==> config.mk <==
export PLATFORM = sky130hd
export DESIGN_NAME = mem_arbiter
export DESIGN_NICKNAME = d
export VERILOG_FILES = /design/src/rtl/mem_arbiter.sv
export SDC_FILE = /design/constraint.sdc
export NUM_CORES = 1
export LEC_CHECK = 0
export CAP_MARGIN = 30
export CELL_PAD_IN_SITES_DETAIL_PLACEMENT = 1
export CELL_PAD_IN_SITES_GLOBAL_PLACEMENT = 2
export CORE_UTILIZATION = 23
export CTS_CLUSTER_SIZE = 12
export DETAILED_ROUTE_END_ITERATION = 6
export PLACE_DENSITY_LB_ADDON = 0.1
export SETUP_SLACK_MARGIN = 0.2
export SLEW_MARGIN = 15
export SYNTH_ARGS = -nofsm -noshare
export SYNTH_HDL_FRONTEND = slang
export SYNTH_SLANG_ARGS = --single-unit
==> constraint.sdc <==
create_clock -name clk -period 1.51 [get_ports clk]
set_input_delay 0.302 -clock clk [delete_from_list [all_inputs] [get_ports clk]]
set_output_delay 0.302 -clock clk [all_outputs]
set_load 0.05 [all_outputs]
==> src/rtl/mem_arbiter.sv <==
// ============================================================================
// Module   : mem_arbiter
// Purpose  : Two-port (instruction/data) arbiter in front of a synchronous
//            16-bit x 512 memory; IDLE/ISSUE/WAIT/ACK FSM, registered outputs.
//            Optional macro ARB_ROUND_ROBIN_EN: round-robin on a tie,
//            otherwise port 1 has fixed priority.
// Revision : 1.0 - initial release
// ============================================================================
`default_nettype none

module mem_arbiter (
    input  logic        clk,
    input  logic        rst_n,
    input  logic        req0,
    input  logic        req1,
    input  logic        we0,
    input  logic        we1,
    input  logic [8:0]  addr0,
    input  logic [8:0]  addr1,
    input  logic [15:0] wdata0,
    input  logic [15:0] wdata1,
    output logic        ack0,
    output logic        ack1,
    output logic [15:0] rdata0,
    output logic [15:0] rdata1,
    output logic        mem_rn,
    output logic        mem_wn,
    output logic [8:0]  mem_addr,
    output logic [15:0] mem_din,
    input  logic [15:0] mem_dout,
    output logic        busy
);

    typedef enum logic [1:0] {
        S_IDLE  = 2'd0,
        S_ISSUE = 2'd1,
        S_WAIT  = 2'd2,
        S_ACK   = 2'd3
    } state_t;

    state_t      r_state;
    logic        r_port;
    logic        r_we;

    logic        w_any;
    logic        w_grant;
    logic        w_we;
    logic [8:0]  w_addr;
    logic [15:0] w_wdata;

    assign w_any = req0 | req1;

`ifdef ARB_ROUND_ROBIN_EN
    // Last port granted; starts at port 1 so the first tie goes to port 0.
    logic r_last;
    assign w_grant = (req0 && req1) ? ~r_last : req1;
`else
    assign w_grant = req1;
`endif

    assign w_we    = w_grant ? we1    : we0;
    assign w_addr  = w_grant ? addr1  : addr0;
    assign w_wdata = w_grant ? wdata1 : wdata0;

    // mem_addr/mem_din double as the latched request address/data.
    always_ff @(posedge clk or negedge rst_n) begin
        if (!rst_n) begin
            r_state  <= S_IDLE;
            r_port   <= 1'b0;
            r_we     <= 1'b0;
            ack0     <= 1'b0;
            ack1     <= 1'b0;
            rdata0   <= 16'h0000;
            rdata1   <= 16'h0000;
            mem_rn   <= 1'b0;
            mem_wn   <= 1'b0;
            mem_addr <= 9'd0;
            mem_din  <= 16'h0000;
            busy     <= 1'b0;
`ifdef ARB_ROUND_ROBIN_EN
            r_last   <= 1'b1;
`endif
        end else begin
            ack0   <= 1'b0;
            ack1   <= 1'b0;
            mem_rn <= 1'b0;
            mem_wn <= 1'b0;
            case (r_state)
                S_IDLE: begin
                    if (w_any) begin
                        r_port   <= w_grant;
                        r_we     <= w_we;
                        mem_addr <= w_addr;
                        mem_din  <= w_wdata;
                        mem_rn   <= ~w_we;
                        mem_wn   <= w_we;
                        busy     <= 1'b1;
                        r_state  <= S_ISSUE;
`ifdef ARB_ROUND_ROBIN_EN
                        r_last   <= w_grant;
`endif
                    end
                end
                S_ISSUE: begin
                    if (r_we) begin
                        ack0    <= ~r_port;
                        ack1    <= r_port;
                        r_state <= S_ACK;
                    end else begin
                        r_state <= S_WAIT;
                    end
                end
                S_WAIT: begin
                    if (r_port) begin
                        rdata1 <= mem_dout;
                    end else begin
                        rdata0 <= mem_dout;
                    end
                    ack0    <= ~r_port;
                    ack1    <= r_port;
                    r_state <= S_ACK;
                end
                S_ACK: begin
                    busy    <= 1'b0;
                    r_state <= S_IDLE;
                end
                default: begin
                    busy    <= 1'b0;
                    r_state <= S_IDLE;
                end
            endcase
        end
    end

endmodule

`default_nettype wire
==> flow_metrics.py <==
metrics = {
    "global_route": {
        "globalRouteOverflowTotal": 0,
        "global_route.usage.total_pct": 12.63,
        "grt_antenna_before_repair": 0,
        "grt_start_max_net_pins": 67,
        "grt_first_pass_wirelength_um": 12200,
        "first_global_vias": 2342,
    },
    "critical_path": {
        "r2r_setup_slack_ns": 0.09,
        "critical_path_required_ns": 1.72,
        "worst-setup-path-type": "reg2reg",
        "worst_ep_arrival_time_ns": 1.63,
        "critPathMaxFanout": 16,
        "crit_path_start_kind": "register",
        "cp-end-kind": "register",
    },
    "yosys": {
        "ys_warn_count": 0,
        "cell_taking_the_most_area_after_synthesis": "sky130_fd_sc_hd__dfrtp_1",
        "ys_top_cells_by_count": "sky130_fd_sc_hd__dfrtp_1, sky130_fd_sc_hd__mux2i_1, sky130_fd_sc_hd__nand2_1, sky130_fd_sc_hd__o21ai_1, sky130_fd_sc_hd__mux2_4",
        "yosys_register_bits": 66,
        "synth_area_per_cell_um2": 13.35,
        "synth_area_um2": 2858,
        "synthTopCellsByArea": "sky130_fd_sc_hd__dfrtp_1, sky130_fd_sc_hd__mux2_4, sky130_fd_sc_hd__mux2i_1, sky130_fd_sc_hd__mux2_2, sky130_fd_sc_hd__o21ai_1",
        "synth_flop_cell": "sky130_fd_sc_hd__dfrtp_1",
        "synth_enable_flop_cells": 0,
        "synth_async_sr_flop_share_pct": 100.0,
        "mapped_nets": 291,
        "netlist-cell-type-count": 22,
        "post-synth-top-area-fraction_pct": 57.79,
        "cell_with_the_most_instances_after_synthesis": "sky130_fd_sc_hd__dfrtp_1",
        "synth-seq-area-share_pct": 57.79,
        "post_synth_inst_count": 214,
    },
    "placement": {
        "io_buffer_count": 133,
        "post-dp-hpwl_um": 5333,
        "gp_routability_congestion": 0.7299,
        "pre_cts_slack_ns": -0.09402,
    },
    "hold_path": {
        "hp-class": "in2async",
    },
    "power": {
        "power.ir.vdd_worst_v": 0.0008582,
        "power_per_cell_area_nw_per_um2": 2672,
        "total_leakage_power_nw": 2.440,
    },
    "floorplanning": {
        "fp.dieArea_um2": 12870,
        "floorplan.io_pins": 134,
        "die_height_um": 113.5,
        "chipWidth_um": 113.5,
        "start_util_pct": 23.69,
        "core_area_um2": 12060,
        "rows": 40,
    },
    "timing": {
        "slew_headroom_pct": 75.91,
        "timing.final.hold_violations": 2,
        "skew_final_ns": 0.006752,
        "tightestPinTransition_ns": 0.3613,
        "final.min_clock_period_ns": 1.423,
        "final.hold.worst_slack_ns": -0.0006674,
        "drv_slew": 0,
        "final_worst_setup_slack_ns": 0.08740,
        "fin_crit_sh_pct": 94.21,
        "final-setup-viol-count": 0,
        "fmax_mhz": 702.9,
        "setup_tns_ns": 0,
        "setup_repair_after_global_routing_missed_its_margin": "true",
    },
    "clock_tree": {
        "clk_path_buf_depth": 2,
        "cts-htree-levels": 3,
        "ctsRootBufferMaster": "sky130_fd_sc_hd__clkbuf_16",
        "cts.clk_slew.worst_paths_ns": 0.05,
        "worst_skew_pair.late_latency_ns": 0.33,
        "tritoncts": "built",
        "cts_hold_buffers": 0,
        "clock_sinks": 66,
        "cts-buffers-inserted": 9,
    },
    "route": {
        "drt_first_pass_iters": 4,
        "wl_um": 7695,
        "detail_route.drc_violations": 0,
        "route.detailed.wl_per_inst_um": 14.46,
        "remaining_antenna_violation_count_after_routing": 0,
        "detail_route.vias_per_cell": 4.056,
        "total_via_count_in_the_routed_design": 2158,
        "detailedRoute.firstIterationViolations": 33,
    },
    "status": {
        "violations_in_the_final_reports": "negative hold slack",
        "status": "complete, but fails checks",
    },
    "finish": {
        "num-nets-final": 436,
        "insertedDiodeCount": 0,
        "layout-area-overhead-vs-synth_pct": 89.71,
        "finish.utilization_pct": 44.95,
        "drive_above_1_share_pct": 36.26,
    },
    "job": {
        "drv.max_cap_violation_count": 0,
    },
}
==> report_power, final <==
part	total (W)	switching, W	internal [W]
Sequential	0.00359	0.000921	0.00267
Clock	0.00191	0.000767	0.00115
Combinational	0.00899	0.00439	0.00460
==> cells in the final DEF, fill, tap and decap left out, types with 2 or more instances in the layout <==
cell type,n
sky130_fd_sc_hd__buf_2,2
sky130_fd_sc_hd__ha_1,4
sky130_fd_sc_hd__clkdlybuf4s50_1,69
sky130_fd_sc_hd__clkinvlp_4,2
sky130_fd_sc_hd__mux2_2,13
sky130_fd_sc_hd__mux2i_1,26
sky130_fd_sc_hd__buf_4,5
sky130_fd_sc_hd__inv_1,3
sky130_fd_sc_hd__clkinv_2,3
sky130_fd_sc_hd__dfrtp_1,66
sky130_fd_sc_hd__o21ai_1,25
sky130_fd_sc_hd__clkbuf_16,10
sky130_fd_sc_hd__nand2_1,26
sky130_fd_sc_hd__nor2_1,6
sky130_fd_sc_hd__and2_1,2
sky130_fd_sc_hd__buf_12,67
sky130_fd_sc_hd__mux2_4,20
==> path summary, 6_finish.rpt <==
| check | from | end | depth (start not counted) |
|---|---|---|---|
| setup / recovery | r_state[0] | rdata0[2] | 5 |
| hold / removal | rst_n | rdata1[5] | 2 |
| setup reg to reg | r_state[0] | rdata0[2] | 5 |
| hold reg to reg | r_we | r_we | 2 |
| max in group asynchronous | rst_n | mem_addr[1] | 2 |
| min in group clk | req1 | r_port | 2 |
==> routing by layer <==
layer  part of all wire, %  up-vias  global-route usage [%]  wire length [um]
li1                      -     1024                       -                 -
met1                    45     1025                   15.34              3445
met2                    45       97                   19.43              3427
met5                     0        -                       0                 0
met4                   2.1        0                   7.544               159
met3                   8.6       12                   4.251               663
==> flip-flops by register name, summed over array words and instances (netlist names) <==
register,cells
r_we,1
ack0,1
mem_addr,9
busy,1
rdata1,16
r_port,1
mem_rn,1
mem_din,16
r_state,2
mem_wn,1
ack1,1
rdata0,16
==> layout make-up <==
| type | count | area, um2 |
|---|---|---|
| sequential | 66 | 1652 |
| inverter | 4 | 15.01 |
| clock inverter | 5 | 30.03 |
| multi-input combinational | 133 | 1152 |
| clock buffer | 11 | 242.7 |
| fill | 1203 | 6640 |
| timing repair buffer | 145 | 2120 |
| tap | 168 | 210.2 |
==> what timing repair did <==
item                       CTS  global route
setup endpoints to repair   54            65
cloned                       1             1
resized for setup            1             4
setup buffers                1             0
==> kinds of logic (layout without fill, tap and decap cells) <==
group	after synthesis	after routing	share of synthesized area, %
adders and majority gates	5	5	2.189
muxes	59	59	24.74
and+or+nand+nor	37	37	5.517
buffers and inverters	15	165	3.634
DFF	66	66	57.79
AOI/OAI and AO/OA	32	32	6.129
==> critical path, stage by stage (launching register included) <==
cell                      delay (ns)
sky130_fd_sc_hd__dfrtp_1        0.39
sky130_fd_sc_hd__inv_2          0.09
sky130_fd_sc_hd__ha_4           0.14
sky130_fd_sc_hd__nor2b_4        0.15
sky130_fd_sc_hd__buf_12         0.18
sky130_fd_sc_hd__mux2_2         0.35
==> through the flow <==
stage	total power, W	std cells	hold WS [ns]	cell area, um2
after floorplan	0.007844	214	0.006409	2892
after global placement	0.01242	513	0.3551	5089
after detailed placement	0.01253	513	0.3563	5089
after CTS	0.01465	531	0.004731	5396
after global routing	0.01519	532	0.02306	5421
final	0.01449	532	-0.0006674	5421
Note: power is estimated with default switching activity, not from simulation.
